File: config.mk
export PLATFORM = sky130hd
export DESIGN_NAME = gf_symbol_fifo_flat
export DESIGN_NICKNAME = d
export VERILOG_FILES = /design/src/rtl/gf_symbol_fifo_pkg.sv /design/src/rtl/gf_symbol_fifo_if.sv /design/src/rtl/gf_sym_ram.sv /design/src/rtl/gf_symbol_fifo.sv /design/src/flat_wrapper.sv
export SDC_FILE = /design/constraint.sdc
export NUM_CORES = 1
export LEC_CHECK = 0
export ABC_AREA = 1
export CORE_MARGIN = 1
export CORE_UTILIZATION = 43
export CTS_CLUSTER_DIAMETER = 40
export DETAILED_ROUTE_END_ITERATION = 12
export DONT_BUFFER_PORTS = 1
export GPL_TIMING_DRIVEN = 1
export SLEW_MARGIN = 25
export SYNTH_ARGS = -nofsm -noshare
export SYNTH_HDL_FRONTEND = slang
export SYNTH_SLANG_ARGS = --single-unit
export TNS_END_PERCENT = 1
File: constraint.sdc
create_clock -name clock -period 5 [get_ports clock]
set_input_delay 0.5 -clock clock [delete_from_list [all_inputs] [get_ports clock]]
set_output_delay 0.5 -clock clock [all_outputs]
set_load 0.01 [all_outputs]
File: src/rtl/gf_symbol_fifo_pkg.sv
// Shared constants and types for the GF(2^M) symbol buffer between RS decoder stages.
// Default geometry holds one RS(31,k) codeword plus one spare symbol.
package gf_symbol_fifo_pkg;

    localparam int GF_M = 5;
    localparam int RS_N = 31;
    localparam int RS_T = 3;

    localparam int FIFO_DEPTH_DEF = RS_N + 1;
    localparam int FIFO_AF_DEF    = 28;

    // Per-cycle handshake outcome, encoded as {pop, push}
    typedef enum logic [1:0] {
        OP_IDLE = 2'b00,
        OP_PUSH = 2'b01,
        OP_POP  = 2'b10,
        OP_BOTH = 2'b11
    } fifo_op_e;

endpackage

File: src/rtl/gf_symbol_fifo_if.sv
// Valid/ready symbol stream into and out of gf_symbol_fifo.
// master = producer/consumer side, slave = the FIFO.
interface gf_symbol_fifo_if
    import gf_symbol_fifo_pkg::*;
#(
    parameter int WIDTH = GF_M
);
    logic             in_valid;
    logic [WIDTH-1:0] in_data;
    logic             in_ready;
    logic             out_valid;
    logic [WIDTH-1:0] out_data;
    logic             out_ready;

    modport master (
        output in_valid, in_data, out_ready,
        input  in_ready, out_valid, out_data
    );

    modport slave (
        input  in_valid, in_data, out_ready,
        output in_ready, out_valid, out_data
    );

endinterface

File: src/rtl/gf_sym_ram.sv
// DEPTH x WIDTH symbol store: synchronous write, asynchronous read.
// Contents are never reset; the FIFO gates out_data so stale words stay invisible.
module gf_sym_ram #(
    parameter int WIDTH = 5,
    parameter int DEPTH = 32
) (
    input  logic                     clock,
    input  logic                     we,
    input  logic [$clog2(DEPTH)-1:0] waddr,
    input  logic [WIDTH-1:0]         wdata,
    input  logic [$clog2(DEPTH)-1:0] raddr,
    output logic [WIDTH-1:0]         rdata
);

    logic [WIDTH-1:0] mem [DEPTH];

    always_ff @(posedge clock) begin
        if (we) begin
            mem[waddr] <= wdata;
        end
    end

    assign rdata = mem[raddr];

endmodule

File: src/rtl/gf_symbol_fifo.sv
// Synchronous first-word-fall-through symbol FIFO with hold (stall), flush and sticky overflow.
// Priority each cycle: reset > flush > hold > normal push/pop.
module gf_symbol_fifo
    import gf_symbol_fifo_pkg::*;
#(
    parameter int WIDTH    = GF_M,
    parameter int DEPTH    = FIFO_DEPTH_DEF,
    parameter int AF_LEVEL = FIFO_AF_DEF
) (
    input  logic                   clock,
    input  logic                   reset,
    input  logic                   flush,
    input  logic                   hold,
    gf_symbol_fifo_if.slave        bus,
    output logic [$clog2(DEPTH):0] count,
    output logic                   almost_full,
    output logic                   overflow
);

    localparam int ADDR_W = $clog2(DEPTH);
    localparam int CNT_W  = ADDR_W + 1;
    localparam logic [CNT_W-1:0] FULL_CNT = CNT_W'(DEPTH);
    localparam logic [CNT_W-1:0] AF_CNT   = CNT_W'(AF_LEVEL);

    logic [ADDR_W-1:0] wr_ptr;
    logic [ADDR_W-1:0] rd_ptr;
    logic [CNT_W-1:0]  cnt;
    logic [WIDTH-1:0]  rdata;

    logic     active;
    logic     full;
    logic     empty;
    logic     push;
    logic     pop;
    fifo_op_e op;

    assign active = ~reset & ~flush & ~hold;
    assign full   = (cnt == FULL_CNT);
    assign empty  = (cnt == '0);

    assign bus.in_ready  = active & ~full;
    assign bus.out_valid = active & ~empty;
    assign bus.out_data  = bus.out_valid ? rdata : '0;

    assign push = bus.in_valid & bus.in_ready;
    assign pop  = bus.out_valid & bus.out_ready;
    assign op   = fifo_op_e'({pop, push});

    assign count       = cnt;
    assign almost_full = (cnt >= AF_CNT);

    always_ff @(posedge clock) begin
        if (reset || flush) begin
            wr_ptr   <= '0;
            rd_ptr   <= '0;
            cnt      <= '0;
            overflow <= 1'b0;
        end else if (!hold) begin
            if (push) begin
                wr_ptr <= wr_ptr + 1'b1;
            end
            if (pop) begin
                rd_ptr <= rd_ptr + 1'b1;
            end
            case (op)
                OP_PUSH: cnt <= cnt + 1'b1;
                OP_POP:  cnt <= cnt - 1'b1;
                default: cnt <= cnt;
            endcase
            // A write attempt against a full buffer is a lost symbol upstream
            if (bus.in_valid && full) begin
                overflow <= 1'b1;
            end
        end
    end

    gf_sym_ram #(
        .WIDTH (WIDTH),
        .DEPTH (DEPTH)
    ) u_ram (
        .clock (clock),
        .we    (push),
        .waddr (wr_ptr),
        .wdata (bus.in_data),
        .raddr (rd_ptr),
        .rdata (rdata)
    );

endmodule

File: src/flat_wrapper.sv
// flat-port wrapper written by rule: the top's interface ports become plain ports
module gf_symbol_fifo_flat import gf_symbol_fifo_pkg::*;
#(
    parameter int WIDTH    = GF_M,
    parameter int DEPTH    = FIFO_DEPTH_DEF,
    parameter int AF_LEVEL = FIFO_AF_DEF
)
  (clock, reset, flush, hold, count, almost_full, overflow, bus_in_valid, bus_in_data, bus_out_ready, bus_in_ready, bus_out_valid, bus_out_data);
  gf_symbol_fifo_if #(.WIDTH(WIDTH)) bus_i ();
  input  logic clock;
  input  logic reset;
  input  logic flush;
  input  logic hold;
  output logic [$clog2(DEPTH):0] count;
  output logic almost_full;
  output logic overflow;
  input wire logic [$bits(bus_i.in_valid)-1:0] bus_in_valid;
  input wire logic [$bits(bus_i.in_data)-1:0] bus_in_data;
  input wire logic [$bits(bus_i.out_ready)-1:0] bus_out_ready;
  output wire logic [$bits(bus_i.in_ready)-1:0] bus_in_ready;
  output wire logic [$bits(bus_i.out_valid)-1:0] bus_out_valid;
  output wire logic [$bits(bus_i.out_data)-1:0] bus_out_data;
  assign bus_i.in_valid = bus_in_valid;
  assign bus_i.in_data = bus_in_data;
  assign bus_i.out_ready = bus_out_ready;
  assign bus_in_ready = bus_i.in_ready;
  assign bus_out_valid = bus_i.out_valid;
  assign bus_out_data = bus_i.out_data;
  gf_symbol_fifo #(.WIDTH(WIDTH), .DEPTH(DEPTH), .AF_LEVEL(AF_LEVEL)) u_core (.clock(clock), .reset(reset), .flush(flush), .hold(hold), .bus(bus_i), .count(count), .almost_full(almost_full), .overflow(overflow));
endmodule
==> flow_summary.json <==
{
  "insertedDiodeCount": 0,
  "max-slew-margin-rel_pct": 44.8,
  "post-route-period-util_pct": 63.3,
  "required_ns": 4.50,
  "route.detailed.drc": 0,
  "nNetsFinal": 756,
  "hold_start": "bus_in_data[4]",
  "yosys-top-cells-count": "227 x nand2_1, 160 x edfxtp_1, 130 x nand3_1",
  "grt_pass1_wl_um": 28300,
  "first_global_vias": 5329,
  "cts.sinks": 182,
  "gp_congestion": 0.811,
  "slowest_stage": "inv_2",
  "dp_hpwl_um": 11100,
  "coreArea_mm2": 0.0175,
  "cts_hold_buffers": 0,
  "place_ws_ns": 2.23,
  "ios": 26,
  "crit_type": "reg -> out",
  "skew_ns": 0.00688,
  "post-synth-top-count-cell": "nand2_1",
  "p_int_mw": 2.44,
  "wire_per_inst_um": 18.1,
  "cp_top_family": "buffers and inverters",
  "yosys_warnings": 0,
  "grt_use_total_pct": 20.6,
  "swShare_pct": 18.5,
  "synth_top_area_share_pct": 61.4,
  "setup_ws_ns": 1.84,
  "fin_crit_ns": 3.16,
  "power.switching_mw": 0.555,
  "chipWidth_um": 137,
  "worstMarginPinSlew_ns": 0.828,
  "row_count": 48,
  "clkLatencyLatePin_ns": 0.43,
  "rsz0062_at_grt": "false",
  "stdcell_count": 974,
  "dp.cells": 943,
  "synth_edf_count": 160,
  "combPwrFrac_pct": 0.7,
  "synth-seq-cells": 182,
  "endpoint_kind": "output pin",
  "drt_first_pass_iters": 5,
  "leakage_nw": 3.01,
  "wl_um": 17600,
  "maxCapViolations": 0,
  "postSynthAreaPerCell_um2": 10.4,
  "status": "finished, final reports clean",
  "worstReg2RegStart": "u_core.count[4]",
  "fmax_mhz": 316,
  "fin_area_mm2": 0.00854,
  "drt_iter0_drc": 504,
  "clockRootBuffer": "clkbuf_16",
  "start_kind": "flop",
  "clkTransAtPathRegs_ns": 0.06,
  "slowest_delay_ns": 0.64,
  "crit_end": "bus_out_data[4]",
  "hold_viol": 0,
  "start_util_pct": 44.7,
  "syn2layout_area_growth_pct": 9.04,
  "routed_via_density": 5.42,
  "clkPwrFrac_pct": 44.1,
  "ys_async_sr_fraction_pct": 0,
  "dieArea_mm2": 0.0188,
  "cp.depth": 8,
  "post_cts_buffers": 0,
  "antenna_found_initial": 0,
  "path_max_fanout": 45,
  "syn_inst": 750,
  "yosysSeqAreaShare_pct": 67.0,
  "cts_tree": "built",
  "grt_max_degree": 81,
  "cts_buffers": 17,
  "cts_resized": 0,
  "power_frac_seq_pct": 55.2,
  "cp_data_arrival_time_ns": 2.66,
  "fin_util_pct": 48.7,
  "syn_nets": 769,
  "rr_endpoint": "u_core.u_ram.mem[8][3]",
  "path_cells": "buf_4 -> inv_2 -> o21ai_0 -> o211ai_1 -> nand2_1 -> nand2_1 -> nor2_1 -> nor2_1",
  "p_per_area_mw_per_mm2": 351,
  "finalMaxSlewViolations": 0,
  "ir_worst_vdd_mv": 0.252,
  "synth_top_area_cell": "edfxtp_1",
  "layout-drive-gt1-share_pct": 4.94,
  "setup_viol": 0,
  "place_area_mm2": 0.00797,
  "r2r_cells": 6,
  "hold_path.class": "in -> reg",
  "setup_tns_ns": 0,
  "synthDistinctLibCells": 31,
  "syn-cell-area_mm2": 0.00783,
  "critPathBufInv": 2,
  "clockBufferDepth": 2,
  "reg2reg_slack_ns": 2.31,
  "total_power_mw": 2.99,
  "dr_total_vias": 5278,
  "htree_num_levels": 4,
  "gr-total-overflow": 0,
  "die_h_um": 137,
  "drtAntennaViolNets": 0,
  "yosys-top-cells-area": "edfxtp_1 61%, nand2_1 11%, nand3_1 8.3%",
  "synth-main-ff-cell": "edfxtp_1",
  "portBuffers": 0,
  "whs_ns": 0.168
}
[cell type report]
type | count | area [µm²]
clock buffer | 22 | 444
clock inverter | 9 | 128
fill | 1567 | 9000
inverter | 36 | 135
multi-input combinational | 497 | 2280
sequential | 182 | 5250
tap | 225 | 282
timing repair buffer | 3 | 22.5
[power by group through the flow]
stage / Combinational [mW] / Clock, mW / Sequential (mW)
after CTS: 0.0220 / 1.33 / 1.65
after detailed placement: 0.0220 / 0 / 1.69
after floorplan: 0.0181 / 0 / 1.69
after global routing: 0.0248 / 1.39 / 1.65
final: 0.0220 / 1.32 / 1.65
after global placement: 0.0215 / 0 / 1.69
[how the worst min path moves through the flow]
stage	to	depth (start not counted)
3_5_place_dp	u_core.rd_ptr[3]	2
3_3_place_gp	u_core.rd_ptr[3]	2
6_report	u_core.u_ram.mem[16][4]	0
4_1_cts	u_core.u_ram.mem[23][4]	0
5_1_grt	u_core.u_ram.mem[15][3]	0
2_1_floorplan	flop	2
[sequential cells by signal (all words and copies together) (netlist names), named ones only]
name / flops
u_core.overflow: 1
u_core.wr_ptr: 5
u_core.rd_ptr: 5
u_core.u_ram.mem: 160
u_core.count: 6
[cells in the final DEF (no fill, tap or decap), types with 2 or more instances in the layout]
cell type,n
edfxtp_1,160
inv_1,33
buf_4,3
nor2_4,2
clkinv_1,3
nor3b_1,2
clkbuf_16,17
inv_2,2
xor2_1,2
nand2_1,227
o21ai_0,17
nand3_1,130
o211ai_1,5
nand4_1,2
ha_1,8
nor3_1,2
a21oi_1,21
xnor2_1,4
nor2_1,65
dfxtp_1,21
clkbuf_1,5
bufinv_16,3
[kinds of logic after synthesis]
| group | count (synthesis) | synth area share, % |
|---|---|---|
| adders and majority gates | 8 | 1.28 |
| DFF | 182 | 67.0 |
| buffers and inverters | 71 | 3.88 |
| and+or+nand+nor | 434 | 23.7 |
| AOI/OAI and AO/OA | 49 | 3.52 |
| xor gates and xnor gates | 6 | 0.671 |
[layer usage]
layer	up-vias	routed length (µm)	global-route usage, %	part of all wire [%]
met4	0	259	6.47	1.5
met2	168	8490	33.5	48
met1	2544	7720	26.9	44
met3	24	1140	5.15	6.5
met5	-	0	0	0
li1	2542	-	-	-
Power figures use the tool's default switching activity.
